--- config.mk ---
export PLATFORM = sky130hd
export DESIGN_NAME = micro_debug_ctrl_flat
export DESIGN_NICKNAME = d
export VERILOG_FILES = /design/src/rtl/micro_debug_if.sv /design/src/rtl/micro_debug_ctrl.sv /design/src/flat_wrapper.sv
export SDC_FILE = /design/constraint.sdc
export NUM_CORES = 1
export LEC_CHECK = 0
export CAP_MARGIN = 10
export CORE_MARGIN = 4
export CORE_UTILIZATION = 46
export DETAILED_ROUTE_END_ITERATION = 8
export GPL_TIMING_DRIVEN = 0
export PLACE_DENSITY = 0.92
export SETUP_SLACK_MARGIN = 0.1
export SKIP_LAST_GASP = 1
export SLEW_MARGIN = 20
export SYNTH_ARGS = -nofsm -noshare
export SYNTH_HDL_FRONTEND = slang
export SYNTH_SLANG_ARGS = --single-unit
--- constraint.sdc ---
create_clock -name clk -period 5 [get_ports clk]
set_input_delay 0.5 -clock clk [delete_from_list [all_inputs] [get_ports clk]]
set_output_delay 0.5 -clock clk [all_outputs]
set_load 0.02 [all_outputs]
--- src/rtl/micro_debug_if.sv ---
// ---------------------------------------------------------------------------
// micro_debug_if
//
// Bundle of run-control, breakpoint, monitor and trace signals between the
// debug front end (buttons / host, the "master") and micro_debug_ctrl
// (the "slave"). Clock and reset are not part of the bundle.
//
// Request semantics: run_req, halt_req, step_req and cnt_clr are single-cycle,
// already-debounced pulses sampled on the rising clock edge. There is no
// ready/acknowledge; a pulse is always consumed in the cycle it is high, and
// a pulse that is not meaningful in the current state is dropped.
//
// Parameters:
//   WIDTH       monitor channel data width
//   NUM_CH      number of monitor channels (>= 2)
//   PC_BITS     core PC / breakpoint address width
//   CNT_BITS    step-count and instruction-counter width
//   TRACE_DEPTH PC trace entries (power of 2, >= 2)
//
// Signals (direction as seen by the slave):
//   in : run_req, halt_req, step_req, step_count, bp_en, bp_addr, core_pc,
//        cnt_clr, sel, mon_ch, trace_idx
//   out: monitor_value, pc_enable, state, bp_hit, instr_count, trace_data
// ---------------------------------------------------------------------------
interface micro_debug_if #(
    parameter int WIDTH       = 16,
    parameter int NUM_CH      = 4,
    parameter int PC_BITS     = 8,
    parameter int CNT_BITS    = 16,
    parameter int TRACE_DEPTH = 8
);
    logic                          run_req;
    logic                          halt_req;
    logic                          step_req;
    logic [CNT_BITS-1:0]           step_count;
    logic                          bp_en;
    logic [PC_BITS-1:0]            bp_addr;
    logic [PC_BITS-1:0]            core_pc;
    logic                          cnt_clr;
    logic [$clog2(NUM_CH)-1:0]     sel;
    logic [NUM_CH*WIDTH-1:0]       mon_ch;
    logic [WIDTH-1:0]              monitor_value;
    logic                          pc_enable;
    logic [1:0]                    state;
    logic                          bp_hit;
    logic [CNT_BITS-1:0]           instr_count;
    logic [$clog2(TRACE_DEPTH)-1:0] trace_idx;
    logic [PC_BITS-1:0]            trace_data;

    modport master (
        output run_req, halt_req, step_req, step_count, bp_en, bp_addr,
               core_pc, cnt_clr, sel, mon_ch, trace_idx,
        input  monitor_value, pc_enable, state, bp_hit, instr_count,
               trace_data
    );

    modport slave (
        input  run_req, halt_req, step_req, step_count, bp_en, bp_addr,
               core_pc, cnt_clr, sel, mon_ch, trace_idx,
        output monitor_value, pc_enable, state, bp_hit, instr_count,
               trace_data
    );
endinterface

--- src/rtl/micro_debug_ctrl.sv ---
// ---------------------------------------------------------------------------
// micro_debug_ctrl
//
// Run-control and monitor block for the micro core.
//   * HALT / RUN / STEP / BREAK state machine producing the core pc_enable
//     (one instruction per high cycle), with multi-instruction stepping,
//     a single PC breakpoint and a saturating executed-instruction counter.
//   * Registered NUM_CH-way monitor mux feeding the display path.
//   * Optional PC trace buffer, built only when MICRO_DBG_TRACE_EN is
//     defined. Without it trace_data is tied to 0 and trace_idx is ignored.
//
// Ports:
//   clk    system clock, all state on the rising edge
//   rst_n  asynchronous active-low reset
//   dbg    micro_debug_if.slave bundle (requests, breakpoint, core PC,
//          monitor channels/select, trace index in; pc_enable, state,
//          bp_hit, instr_count, monitor_value, trace_data out)
//
// state encoding: 00 HALT, 01 RUN, 10 STEP, 11 BREAK.
// ---------------------------------------------------------------------------
module micro_debug_ctrl #(
    parameter int WIDTH       = 16,
    parameter int NUM_CH      = 4,
    parameter int PC_BITS     = 8,
    parameter int CNT_BITS    = 16,
    parameter int TRACE_DEPTH = 8
) (
    input  logic            clk,
    input  logic            rst_n,
    micro_debug_if.slave    dbg
);

    localparam int SEL_W = $clog2(NUM_CH);
    localparam logic [CNT_BITS-1:0] CNT_ONE = {{(CNT_BITS-1){1'b0}}, 1'b1};

    typedef enum logic [1:0] {
        ST_HALT  = 2'b00,
        ST_RUN   = 2'b01,
        ST_STEP  = 2'b10,
        ST_BREAK = 2'b11
    } state_t;

    state_t               state_q;
    logic [CNT_BITS-1:0]  remaining_q;
    logic                 skip_q;
    logic                 bp_hit_q;
    logic [CNT_BITS-1:0]  instr_count_q;
    logic [WIDTH-1:0]     monitor_q;
    logic [WIDTH-1:0]     mon_sel;
    logic                 bp_match;
    logic                 pc_enable;

    // skip masks the breakpoint for the first instruction after a resume so
    // the core can leave the breakpoint address before matching re-arms.
    assign bp_match  = dbg.bp_en && (dbg.core_pc == dbg.bp_addr) && !skip_q;

    // Combinational so a breakpoint stops the core before the matching
    // instruction executes.
    assign pc_enable = ((state_q == ST_RUN) && !bp_match) ||
                       ((state_q == ST_STEP) && (remaining_q != '0) && !bp_match);

    // -----------------------------------------------------------------------
    // Run-control state machine
    // -----------------------------------------------------------------------
    always_ff @(posedge clk or negedge rst_n) begin
        if (!rst_n) begin
            state_q     <= ST_HALT;
            remaining_q <= '0;
            skip_q      <= 1'b0;
            bp_hit_q    <= 1'b0;
        end else begin
            bp_hit_q <= 1'b0;

            // Cleared by the first executed instruction; a set below (only
            // possible from HALT/BREAK, where pc_enable is low) takes over.
            if (pc_enable) begin
                skip_q <= 1'b0;
            end

            if (dbg.halt_req) begin
                state_q     <= ST_HALT;
                remaining_q <= '0;
            end else if (dbg.run_req && (state_q != ST_RUN)) begin
                // From STEP the remaining step budget is abandoned.
                state_q     <= ST_RUN;
                remaining_q <= '0;
                if (state_q != ST_STEP) begin
                    skip_q <= 1'b1;
                end
            end else if (dbg.step_req &&
                         ((state_q == ST_HALT) || (state_q == ST_BREAK))) begin
                state_q     <= ST_STEP;
                remaining_q <= (dbg.step_count == '0) ? CNT_ONE : dbg.step_count;
                skip_q      <= 1'b1;
            end else begin
                case (state_q)
                    ST_RUN: begin
                        if (bp_match) begin
                            state_q  <= ST_BREAK;
                            bp_hit_q <= 1'b1;
                        end
                    end
                    ST_STEP: begin
                        if (bp_match) begin
                            // remaining is left as-is; a later run or step
                            // request overwrites it.
                            state_q  <= ST_BREAK;
                            bp_hit_q <= 1'b1;
                        end else if (remaining_q == '0) begin
                            state_q <= ST_HALT;
                        end else begin
                            remaining_q <= remaining_q - CNT_ONE;
                            if (remaining_q == CNT_ONE) begin
                                state_q <= ST_HALT;
                            end
                        end
                    end
                    default: begin
                    end
                endcase
            end
        end
    end

    // -----------------------------------------------------------------------
    // Executed-instruction counter (saturating, clear has priority)
    // -----------------------------------------------------------------------
    always_ff @(posedge clk or negedge rst_n) begin
        if (!rst_n) begin
            instr_count_q <= '0;
        end else if (dbg.cnt_clr) begin
            instr_count_q <= '0;
        end else if (pc_enable && (instr_count_q != '1)) begin
            instr_count_q <= instr_count_q + CNT_ONE;
        end
    end

    // -----------------------------------------------------------------------
    // Monitor mux: an out-of-range select matches no channel and yields 0.
    // -----------------------------------------------------------------------
    always_comb begin
        mon_sel = '0;
        for (int k = 0; k < NUM_CH; k++) begin
            if (dbg.sel == k[SEL_W-1:0]) begin
                mon_sel = dbg.mon_ch[k*WIDTH +: WIDTH];
            end
        end
    end

    always_ff @(posedge clk or negedge rst_n) begin
        if (!rst_n) begin
            monitor_q <= '0;
        end else begin
            monitor_q <= mon_sel;
        end
    end

    // -----------------------------------------------------------------------
    // Optional PC trace buffer
    // -----------------------------------------------------------------------
`ifdef MICRO_DBG_TRACE_EN
    localparam int IDX_W = $clog2(TRACE_DEPTH);
    localparam logic [IDX_W-1:0] IDX_ONE = {{(IDX_W-1){1'b0}}, 1'b1};

    logic [PC_BITS-1:0] trace_mem [TRACE_DEPTH];
    logic [IDX_W-1:0]   wr_ptr_q;   // slot the next executed PC goes into
    logic [IDX_W-1:0]   rd_ptr;

    always_ff @(posedge clk or negedge rst_n) begin
        if (!rst_n) begin
            wr_ptr_q <= '0;
            for (int i = 0; i < TRACE_DEPTH; i++) begin
                trace_mem[i] <= '0;
            end
        end else if (pc_enable) begin
            trace_mem[wr_ptr_q] <= dbg.core_pc;
            wr_ptr_q            <= wr_ptr_q + IDX_ONE;
        end
    end

    // Index 0 is the most recent write; TRACE_DEPTH is a power of two so
    // the subtraction wraps naturally around the ring.
    assign rd_ptr         = wr_ptr_q - dbg.trace_idx - IDX_ONE;
    assign dbg.trace_data = trace_mem[rd_ptr];
`else
    localparam int TRACE_DEPTH_UNUSED = TRACE_DEPTH;
    logic unused_trace_idx;

    assign unused_trace_idx = ^dbg.trace_idx;
    assign dbg.trace_data   = '0;
`endif

    // -----------------------------------------------------------------------
    // Outputs
    // -----------------------------------------------------------------------
    assign dbg.pc_enable     = pc_enable;
    assign dbg.state         = state_q;
    assign dbg.bp_hit        = bp_hit_q;
    assign dbg.instr_count   = instr_count_q;
    assign dbg.monitor_value = monitor_q;

endmodule

--- src/flat_wrapper.sv ---
// flat-port wrapper written by rule: the top's interface ports become plain ports
module micro_debug_ctrl_flat 
#(
    parameter int WIDTH       = 16,
    parameter int NUM_CH      = 4,
    parameter int PC_BITS     = 8,
    parameter int CNT_BITS    = 16,
    parameter int TRACE_DEPTH = 8
)
  (clk, rst_n, dbg_run_req, dbg_halt_req, dbg_step_req, dbg_step_count, dbg_bp_en, dbg_bp_addr, dbg_core_pc, dbg_cnt_clr, dbg_sel, dbg_mon_ch, dbg_trace_idx, dbg_monitor_value, dbg_pc_enable, dbg_state, dbg_bp_hit, dbg_instr_count, dbg_trace_data);
  micro_debug_if #(.WIDTH(WIDTH), .NUM_CH(NUM_CH), .PC_BITS(PC_BITS), .CNT_BITS(CNT_BITS), .TRACE_DEPTH(TRACE_DEPTH)) dbg_i ();
  input  logic clk;
  input  logic rst_n;
  input wire logic [$bits(dbg_i.run_req)-1:0] dbg_run_req;
  input wire logic [$bits(dbg_i.halt_req)-1:0] dbg_halt_req;
  input wire logic [$bits(dbg_i.step_req)-1:0] dbg_step_req;
  input wire logic [$bits(dbg_i.step_count)-1:0] dbg_step_count;
  input wire logic [$bits(dbg_i.bp_en)-1:0] dbg_bp_en;
  input wire logic [$bits(dbg_i.bp_addr)-1:0] dbg_bp_addr;
  input wire logic [$bits(dbg_i.core_pc)-1:0] dbg_core_pc;
  input wire logic [$bits(dbg_i.cnt_clr)-1:0] dbg_cnt_clr;
  input wire logic [$bits(dbg_i.sel)-1:0] dbg_sel;
  input wire logic [$bits(dbg_i.mon_ch)-1:0] dbg_mon_ch;
  input wire logic [$bits(dbg_i.trace_idx)-1:0] dbg_trace_idx;
  output wire logic [$bits(dbg_i.monitor_value)-1:0] dbg_monitor_value;
  output wire logic [$bits(dbg_i.pc_enable)-1:0] dbg_pc_enable;
  output wire logic [$bits(dbg_i.state)-1:0] dbg_state;
  output wire logic [$bits(dbg_i.bp_hit)-1:0] dbg_bp_hit;
  output wire logic [$bits(dbg_i.instr_count)-1:0] dbg_instr_count;
  output wire logic [$bits(dbg_i.trace_data)-1:0] dbg_trace_data;
  assign dbg_i.run_req = dbg_run_req;
  assign dbg_i.halt_req = dbg_halt_req;
  assign dbg_i.step_req = dbg_step_req;
  assign dbg_i.step_count = dbg_step_count;
  assign dbg_i.bp_en = dbg_bp_en;
  assign dbg_i.bp_addr = dbg_bp_addr;
  assign dbg_i.core_pc = dbg_core_pc;
  assign dbg_i.cnt_clr = dbg_cnt_clr;
  assign dbg_i.sel = dbg_sel;
  assign dbg_i.mon_ch = dbg_mon_ch;
  assign dbg_i.trace_idx = dbg_trace_idx;
  assign dbg_monitor_value = dbg_i.monitor_value;
  assign dbg_pc_enable = dbg_i.pc_enable;
  assign dbg_state = dbg_i.state;
  assign dbg_bp_hit = dbg_i.bp_hit;
  assign dbg_instr_count = dbg_i.instr_count;
  assign dbg_trace_data = dbg_i.trace_data;
  micro_debug_ctrl #(.WIDTH(WIDTH), .NUM_CH(NUM_CH), .PC_BITS(PC_BITS), .CNT_BITS(CNT_BITS), .TRACE_DEPTH(TRACE_DEPTH)) u_core (.clk(clk), .rst_n(rst_n), .dbg(dbg_i));
endmodule
== Word-level counts from Yosys, hierarchy flattened ==
Cells that the tools add are included.

* Reduce and logical (&&, ||, !) cells: 23
* Eq/ne operators: 15
* Add/subtract/negate cells: 2
* Muxes and demuxes: 31

{| class="wikitable"
|+ Operator list
! cell !! count
|-
| two-way mux 16 bit || 13
|-
| logical NOT 16 bit || 2
|-
| adder 16 x 1 -> 16 bit, second input constant || 1
|-
| == test 16 x 1 -> 1 bit, second input constant || 1
|-
| != test 16 bit, second input constant || 1
|-
| nonzero test 16 bit || 1
|-
| subtractor 16 x 1 -> 16 bit, second input constant || 1
|-
| two-way mux 2 bit || 7
|-
| two-way mux 1 bit || 10
|-
| == test 2 bit, second input constant || 4
|-
| == test 8 bit || 1
|-
| logical AND 1 bit || 8
|-
| != test 7 x 6 -> 1 bit, second input constant || 1
|-
| AND reduction 3 bit || 2
|-
| != test 5 x 4 -> 1 bit, second input constant || 1
|-
| nonzero test 5 bit || 1
|-
| == test 2 x 1 -> 1 bit, second input constant || 2
|-
| logical NOT 2 bit || 2
|-
| != test 4 x 2 -> 1 bit, second input constant || 1
|-
| != test 4 bit, second input constant || 1
|-
| case mux 2 bit (2 select lines) || 1
|-
| nonzero test 4 bit || 1
|-
| logical NOT 1 bit || 2
|-
| logical OR 1 bit || 2
|-
| 4 further kinds || 4
|}

* Bits in registers: 52
* Output and inout bits: 44
* Logic and storage cells: 77
* Input bits: 108

== Depth between registers and ports, before layout ==
Gate-level depths: netlist of run 1.

* Depth in word-level cells: 10
* Mapped depth: 8
* Mapped depth without buffers: 7

== Worst setup path before layout of run 1 ==
OpenSTA, ideal clock, no wires.

* Path kind: reg2out
* Start: register u_core.remaining_q[0]
* End: output port dbg_pc_enable
* Stages on the path, launching flop included: 8
* Path slack: 2.326 ns
* Required time: 4.500 ns
* Path buffers: 1
* Arrival time: 2.174 ns
* Path through: dfrtp_1 -> inv_1 -> ha_1 -> or4b_2 -> or4_4 -> a21oi_4 -> buf_6 -> nor2_1

* Longest elaborated chain between the ends: 4

{| class="wikitable"
|+ RTL lines
! element !! RTL line !! text
|-
| from (decl) || micro_debug_ctrl.sv:44 || <nowiki>logic [CNT_BITS-1:0] remaining_q;</nowiki>
|-
| from (signal assigned) || micro_debug_ctrl.sv:93 || <nowiki>remaining_q <= (dbg.step_count == '0) ? CNT_ONE : dbg.step_count;</nowiki>
|-
| from (signal assigned) || micro_debug_ctrl.sv:112 || <nowiki>remaining_q <= remaining_q - CNT_ONE;</nowiki>
|-
| nonzero test 16 bit || micro_debug_ctrl.sv:60 || <nowiki>((state_q == ST_STEP) && (remaining_q != '0) && !bp_match);</nowiki>
|-
| logical AND 1 bit (2 in series) || micro_debug_ctrl.sv:60 ||
|-
| logical OR 1 bit || micro_debug_ctrl.sv:59 || <nowiki>assign pc_enable = ((state_q == ST_RUN) && !bp_match) ||</nowiki>
|-
| to (decl) || flat_wrapper.sv:26 || <nowiki>output wire logic [$bits(dbg_i.pc_enable)-1:0] dbg_pc_enable;</nowiki>
|}

No other way between the ends.

== Final worst setup path of run 1 ==
Ends and elaborated chain as after synthesis.

==> flow_metrics.env, run 1 <==
export IMPL_status="complete, no violations"
export IMPL_dp_slack_ns=1.46
export IMPL_clk_latency_ns=0.31
export IMPL_num_io_pins=152
export IMPL_ys_warn_count=0
export IMPL_drc=0
export IMPL_pwr_share_comb_pct=54.9
export IMPL_clock_sinks=52
export IMPL_root_buffer="clkbuf_8"
export IMPL_synth_cell_types=55
export IMPL_worstPathRequired_ns=4.50
export IMPL_die_y_um=95.1
export IMPL_synth_area_sq_um=3490
export IMPL_numCtsBuffers=5
export IMPL_cp_start_kind="flop"
export IMPL_power_density_nw_per_um2=388
export IMPL_via_count=3574
export IMPL_num_nets_final=613
export IMPL_dpl_instance_area_sq_um=5020
export IMPL_cts_tree="done"
export IMPL_worst_slew_pin_slew_ns=0.841
export IMPL_cts_max_level=2
export IMPL_path_clk_slew_ns=0.11
export IMPL_sequentialPowerShare_pct=29.5
export IMPL_rsz0062_at_grt="no"
export IMPL_max_stage_delay_ns=0.61
export IMPL_pwr_share_clk_pct=15.6
export IMPL_slew_headroom_pct=44.0
export IMPL_period_needed_ns=3.76
export IMPL_rr_worst_depth=8
export IMPL_power_mw=2.00
export IMPL_crit_arrival_ns=3.26
export IMPL_dieWidth_um=95.1
export IMPL_area_delta_synth_final_pct=47.2
export IMPL_clock_fmax_mhz=266
export IMPL_final_common_cell="clkdlybuf4s50_1"
export IMPL_ant_nets=0
export IMPL_synth_ff_type="dfrtp_1"
export IMPL_p_leak_nw=2.02
export IMPL_die_area_sq_um=9050
export IMPL_cts_resized=0
export IMPL_multiInputGateArea_sq_um=2030
export IMPL_final_cell_area_sq_um=5140
export IMPL_hold_worst_slack_ns=0.197
export IMPL_r2r_end="u_core.remaining_q[5]"
export IMPL_yosysSeqAreaShare_pct=37.2
export IMPL_r2r_start="u_core.dbg.state[1]"
export IMPL_finalCritPeriodShare_pct=75.2
export IMPL_p_int_mw=1.16
export IMPL_drtIter0Drc=182
export IMPL_grt_overflow_total=0
export IMPL_worstSetupEndpoint="dbg_pc_enable"
export IMPL_drv_slew=0
export IMPL_p_sw_share_pct=42.1
export IMPL_cp_max_fo=10
export IMPL_drv_cap=0
export IMPL_end_kind="output port"
export IMPL_hold_path_class="in2async"
export IMPL_setup_slack_ns=1.24
export IMPL_drive_above_1_share_pct=13.0
export IMPL_syn_inst=347
export IMPL_path_class="reg2out"
export IMPL_synth_edf_count=0
export IMPL_start_util_pct=47.7
export IMPL_grt_pass1_vias=3687
export IMPL_grt_pass1_wl_um=18000
export IMPL_cts_hold_fix_buffers=0
export IMPL_grt_usage_pct=25.6
export IMPL_routed_wirelength_um=11300
export IMPL_finClkSkew_ns=0.0139
export IMPL_n_fill_cell=510
export IMPL_core_area_sq_um=7330
export IMPL_cp_slowest_cell="or4b_2"
export IMPL_clock_path_buffers=2
export IMPL_syn_area_per_cell_sq_um=10.1
export IMPL_drtPass1Iterations=5
export IMPL_tns_ns=0
export IMPL_antenna_found_initial=0
export IMPL_synth_seq_cells=52
export IMPL_vdd_ir_drop_max_mv=0.156
export IMPL_p_switching_uw=840
export IMPL_startpoint="u_core.remaining_q[0]"
export IMPL_async_reset_ff_share_pct=100
export IMPL_register_area_sq_um=1300
export IMPL_avgViaCountPerCell=5.97
export IMPL_layout_common_cells="137 x clkdlybuf4s50_1, 52 x dfrtp_1, 22 x nor2_1"
export IMPL_r2r_slack_ns=2.01
export IMPL_grt_max_degree=53
export IMPL_final_hold_viol_count=0
export IMPL_io_buffers=138
export IMPL_crit_chain="inv_1 -> ha_1 -> or4b_2 -> or4_4 -> a21oi_4 -> buf_6 -> nor2_1 -> clkdlybuf4s50_1"
export IMPL_wl_per_cell_um=18.9
export IMPL_finalSetupViolCount=0
export IMPL_routabilityCongestion=0.914
export IMPL_insertedDiodeCount=0
export IMPL_dp_hpwl_um=8970
export IMPL_post_cts_buffers=0
export IMPL_num_rows=31
-- how the worst min path moves through the flow --
| stage | endpoint | from | slack [ns] |
|---|---|---|---|
| 2_1_floorplan | u_core.dbg.bp_hit | rst_n | 0.20 |
| 3_3_place_gp | u_core.skip_q | u_core.skip_q | 0.50 |
| 3_5_place_dp | u_core.skip_q | u_core.skip_q | 0.50 |
| 4_1_cts | u_core.remaining_q[0] | rst_n | 0.23 |
| 5_1_grt | u_core.remaining_q[0] | rst_n | 0.24 |
| 6_report | u_core.remaining_q[1] | rst_n | 0.20 |
-- worst max-delay path: cells and delay by family (launching register included) --
family,cells,cell delay (ns)
AND/OR/NAND/NOR,3,1.17
AO/OA/AOI/OAI,1,0.26
flip-flops,1,0.43
adder cells (fa/ha/maj),1,0.22
buffers and inverters,3,0.86
-- Yosys cell counts (2+ instances only) --
| master | count | share of area (%) |
|---|---|---|
| dfrtp_1 | 52 | 37 |
| nor2_1 | 22 | 2.4 |
| nor3_1 | 20 | 2.9 |
| a21oi_1 | 18 | 2.6 |
| mux4_2 | 16 | 10 |
| clkbuf_1 | 15 | 1.6 |
| a31oi_1 | 13 | 2.3 |
| or4_1 | 13 | 2.8 |
| nand2_1 | 12 | 1.3 |
| nor4_1 | 10 | 1.8 |
| buf_4 | 9 | 1.9 |
| inv_1 | 9 | 0.97 |
| o21ai_0 | 9 | 1.3 |
| xnor2_1 | 9 | 2.3 |
| o31ai_1 | 8 | 1.7 |
| or3_1 | 8 | 1.4 |
| nand3_1 | 7 | 1.0 |
| nor2b_1 | 7 | 1.3 |
| ha_1 | 6 | 2.1 |
| nand4_1 | 6 | 1.1 |
| o22a_1 | 6 | 1.5 |
| and3_1 | 5 | 0.90 |
| mux2_4 | 5 | 2.1 |
| nor3_2 | 5 | 1.4 |
| and2_1 | 4 | 0.72 |
| buf_2 | 4 | 0.57 |
| mux2_2 | 3 | 0.97 |
| o211ai_1 | 3 | 0.64 |
| o21a_1 | 3 | 0.64 |
| o31a_1 | 3 | 0.75 |
| or2_2 | 3 | 0.54 |
| a211oi_1 | 2 | 0.43 |
| a31o_2 | 2 | 0.50 |
| and4_1 | 2 | 0.50 |
| mux2i_1 | 2 | 0.57 |
| nand3b_1 | 2 | 0.43 |
| nor4b_1 | 2 | 0.50 |
| o2111ai_1 | 2 | 0.50 |
| o311ai_0 | 2 | 0.50 |
| o32ai_1 | 2 | 0.50 |
| or3b_2 | 2 | 0.50 |
-- stage by stage --
step / instances / util, %
final: 599 / 70.2
after CTS: 599 / 70.2
after global placement: 591 / 68.5
after floorplan: 354 / -
after detailed placement: 591 / 68.5
after global routing: 599 / 70.2
-- routing by layer --
layer	GRT usage (%)	vias up	routed length (um)	share of wire, %
met4	8.29	0	283	2.5
met5	0	-	0	0
met3	6.08	22	1080	9.6
met2	45.8	218	5900	52
li1	-	1638	-	-
met1	30.2	1696	4030	36
-- power by group through the flow --
stage                     logic [mW]  clock network [mW]  registers, mW
after floorplan                0.693                   0          0.608
final                           1.10               0.311          0.589
after detailed placement        1.07                   0          0.595
after global routing            1.20               0.333          0.605
after global placement          1.04                   0          0.588
after CTS                       1.08               0.317          0.586
-- state kept, by name, indices dropped and copies added, names as in the netlist --
register	count
u_core.dbg.bp_hit	1
u_core.remaining_q	16
u_core.skip_q	1
u_core.dbg.monitor_value	16
u_core.dbg.instr_count	16
u_core.dbg.state	2
-- logic make-up (layout without fill, tap and decap cells) --
| kind of cell | Yosys count | after routing | synth area share (%) |
|---|---|---|---|
| compound gates | 81 | 81 | 16.5 |
| fa+ha+maj | 6 | 6 | 2.15 |
| other cells | 1 | 8 | 0.107 |
| buf+inv | 39 | 185 | 5.52 |
| flops | 52 | 52 | 37.2 |
| xor+xnor | 9 | 9 | 2.26 |
| mux | 26 | 26 | 14.0 |
| simple gates | 133 | 133 | 22.2 |
-- area by class of cell --
| cell class | count | share of cell area, % |
|---|---|---|
| buffer | 30 | 3.09 |
| clock buffer | 6 | 1.61 |
| clock inverter | 2 | 0.754 |
| inverter | 9 | 0.657 |
| multi-input combinational | 263 | 39.4 |
| sequential | 52 | 25.3 |
| tap | 99 | 2.41 |
| timing repair buffer | 138 | 26.8 |
Note: power is estimated with default switching activity, not from simulation.
==> inputs of run 2 (changes only) <==
- CORE_UTILIZATION: 46 -> 39
- PLACE_DENSITY: 0.92 -> 0.84
- clock period: 5 -> 3.4 ns (I/O delays scaled with it)
==> run 2 against run 1 <==
Net effect:
- power is 54% higher
- flip-flop and latch count stayed put
- cell count is 1.7% higher
- hold slack worse by 0.15 ns
- highest routed layer unchanged
- wire length is 3.1% lower
==> flow_metrics.env, run 2 (same netlist as run 1, synthesis figures left out) <==
export IMPL_status="complete, no violations"
export IMPL_hold_worst_slack_ns=0.0449
export IMPL_worst_slew_pin_slew_ns=0.787
export IMPL_wl_met3_um=1240
export IMPL_p_leak_nw=2.04
export IMPL_tns_ns=0
export IMPL_power_density_nw_per_um2=591
export IMPL_cp_start_kind="flop"
export IMPL_p_int_mw=1.83
export IMPL_ant_nets=0
export IMPL_final_hold_viol_count=0
export IMPL_die_y_um=103
export IMPL_grt_max_degree=53
export IMPL_avgViaCountPerCell=5.94
export IMPL_num_io_pins=152
export IMPL_cp_slowest_cell="or4b_2"
export IMPL_drv_slew=0
export IMPL_vdd_ir_drop_max_mv=0.312
export IMPL_pwr_share_clk_pct=19.1
export IMPL_cts_tree="done"
export IMPL_met2_length_um=5530
export IMPL_num_rows=34
export IMPL_pwr_share_comb_pct=52.6
export IMPL_critical_path_top_delay_family="simple AND/OR/NAND/NOR gates"
export IMPL_cts_max_level=2
export IMPL_dp_hpwl_um=8390
export IMPL_grt_pass1_vias=3593
export IMPL_grt_usage_pct=20.5
export IMPL_path_class="reg2out"
export IMPL_cp_max_fo=10
export IMPL_clock_sinks=52
export IMPL_sequentialPowerShare_pct=28.3
export IMPL_dieWidth_um=103
export IMPL_clock_fmax_mhz=321
export IMPL_multiInputGateArea_sq_um=2030
export IMPL_insertedDiodeCount=0
export IMPL_drc=0
export IMPL_rsz0062_at_grt="no"
export IMPL_hold_path_class="in2async"
export IMPL_path_clk_slew_ns=0.11
export IMPL_finClkSkew_ns=0.0136
export IMPL_grt_overflow_total=0
export IMPL_p_switching_mw=1.24
export IMPL_dp_slack_ns=0.102
export IMPL_end_kind="output port"
export IMPL_drtPass1Iterations=4
export IMPL_n_fill_cell=742
export IMPL_period_needed_ns=3.11
export IMPL_final_util_pct=59.6
export IMPL_final_common_cell="clkdlybuf4s50_1"
export IMPL_drtIter0Drc=229
export IMPL_root_buffer="clkbuf_8"
export IMPL_via_count=3617
export IMPL_grt_pass1_wl_um=17000
export IMPL_routed_wirelength_um=10900
export IMPL_wl_per_cell_um=18.0
export IMPL_num_nets_final=614
export IMPL_antenna_found_initial=0
export IMPL_path_buf_inv=3
export IMPL_layout_common_cells="136 x clkdlybuf4s50_1, 52 x dfrtp_1, 22 x nor2_1"
export IMPL_finalSetupViolCount=0
export IMPL_numCtsBuffers=5
export IMPL_area_delta_synth_final_pct=48.8
export IMPL_crit_arrival_ns=2.77
export IMPL_max_stage_delay_ns=0.59
export IMPL_crit_chain="inv_1 -> ha_2 -> or4b_2 -> or4_4 -> a21oi_4 -> buf_6 -> nor2_1 -> clkbuf_2"
export IMPL_io_buffers=138
export IMPL_drv_cap=0
export IMPL_setup_slack_ns=0.288
export IMPL_finalCritPeriodShare_pct=91.5
export IMPL_p_sw_share_pct=40.4
export IMPL_clk_latency_ns=0.31
export IMPL_worstPathRequired_ns=3.06
export IMPL_die_area_sq_um=10500
export IMPL_drive_above_1_share_pct=13.6
export IMPL_start_util_pct=40.1
export IMPL_slew_headroom_pct=47.5
export IMPL_clock_path_buffers=2
export IMPL_routabilityCongestion=0.940
export IMPL_core_area_sq_um=8720
export IMPL_register_area_sq_um=1300
export IMPL_wl_met1_um=3940
export IMPL_maxUsedRoutingLayer="met4"
-- run 2: cell count changes in the layout (fill, tap and decap cells not counted), sizes merged --
cell and delta:
buf +1, clkinv -1, clkdlybuf4s50 -1, bufinv +2
-- run 2: layer usage --
metal  vias up  track usage (%)
met3        25             6.77
li1       1643                -
met2       244             35.5
met4         0             6.96
met5         -                0
met1      1705             23.8
-- run 2: power groups by stage --
stage	clock network [mW]	logic, mW	registers [mW]
after floorplan	0	1.02	0.894
after global placement	0	1.51	0.864
after detailed placement	0	1.56	0.875
after CTS	0.597	1.58	0.864
after global routing	0.618	1.74	0.885
final	0.586	1.62	0.871
-- run 2: what timing repair did --
action                                  4_1_cts  5_1_grt
resized for setup                             1        3
pin swaps                                     1        0
endpoints found under the setup margin        1        1
hold buffers                                  0        0
buffers inserted                              1        0
-- run 2: layout make-up --
class / count / area share, %
multi-input cells: 263 / 39.0
repair buffers: 139 / 26.6
well taps: 108 / 2.60
inverters: 9 / 0.650
clock buffers: 5 / 1.32
clock inverters: 3 / 1.73
plain buffers: 30 / 3.06
flip-flops and latches: 52 / 25.0
-- run 2: worst paths after layout --
path                                       start  depth (start not counted)  slack, ns                      endpoint
min reg2reg                        u_core.skip_q                          2       0.53                 u_core.skip_q
max                        u_core.remaining_q[0]                          8       0.29                 dbg_pc_enable
min                                        rst_n                          1       0.04             u_core.dbg.bp_hit
max in group asynchronous                  rst_n                          1       2.91  u_core.dbg.monitor_value[14]
min in group clk                      dbg_sel[1]                          2       0.50   u_core.dbg.monitor_value[2]
max reg2reg                  u_core.dbg.state[1]                          8       0.36         u_core.remaining_q[4]
-- run 2: per-stage QoR --
stage | cells | power, mW | area, sq um
finish | 609 | 3.07 | 5200
floorplan | 354 | 1.91 | 3520
global placement | 600 | 2.38 | 5040
global route | 609 | 3.24 | 5200
CTS | 609 | 3.05 | 5200
detailed placement | 600 | 2.43 | 5030
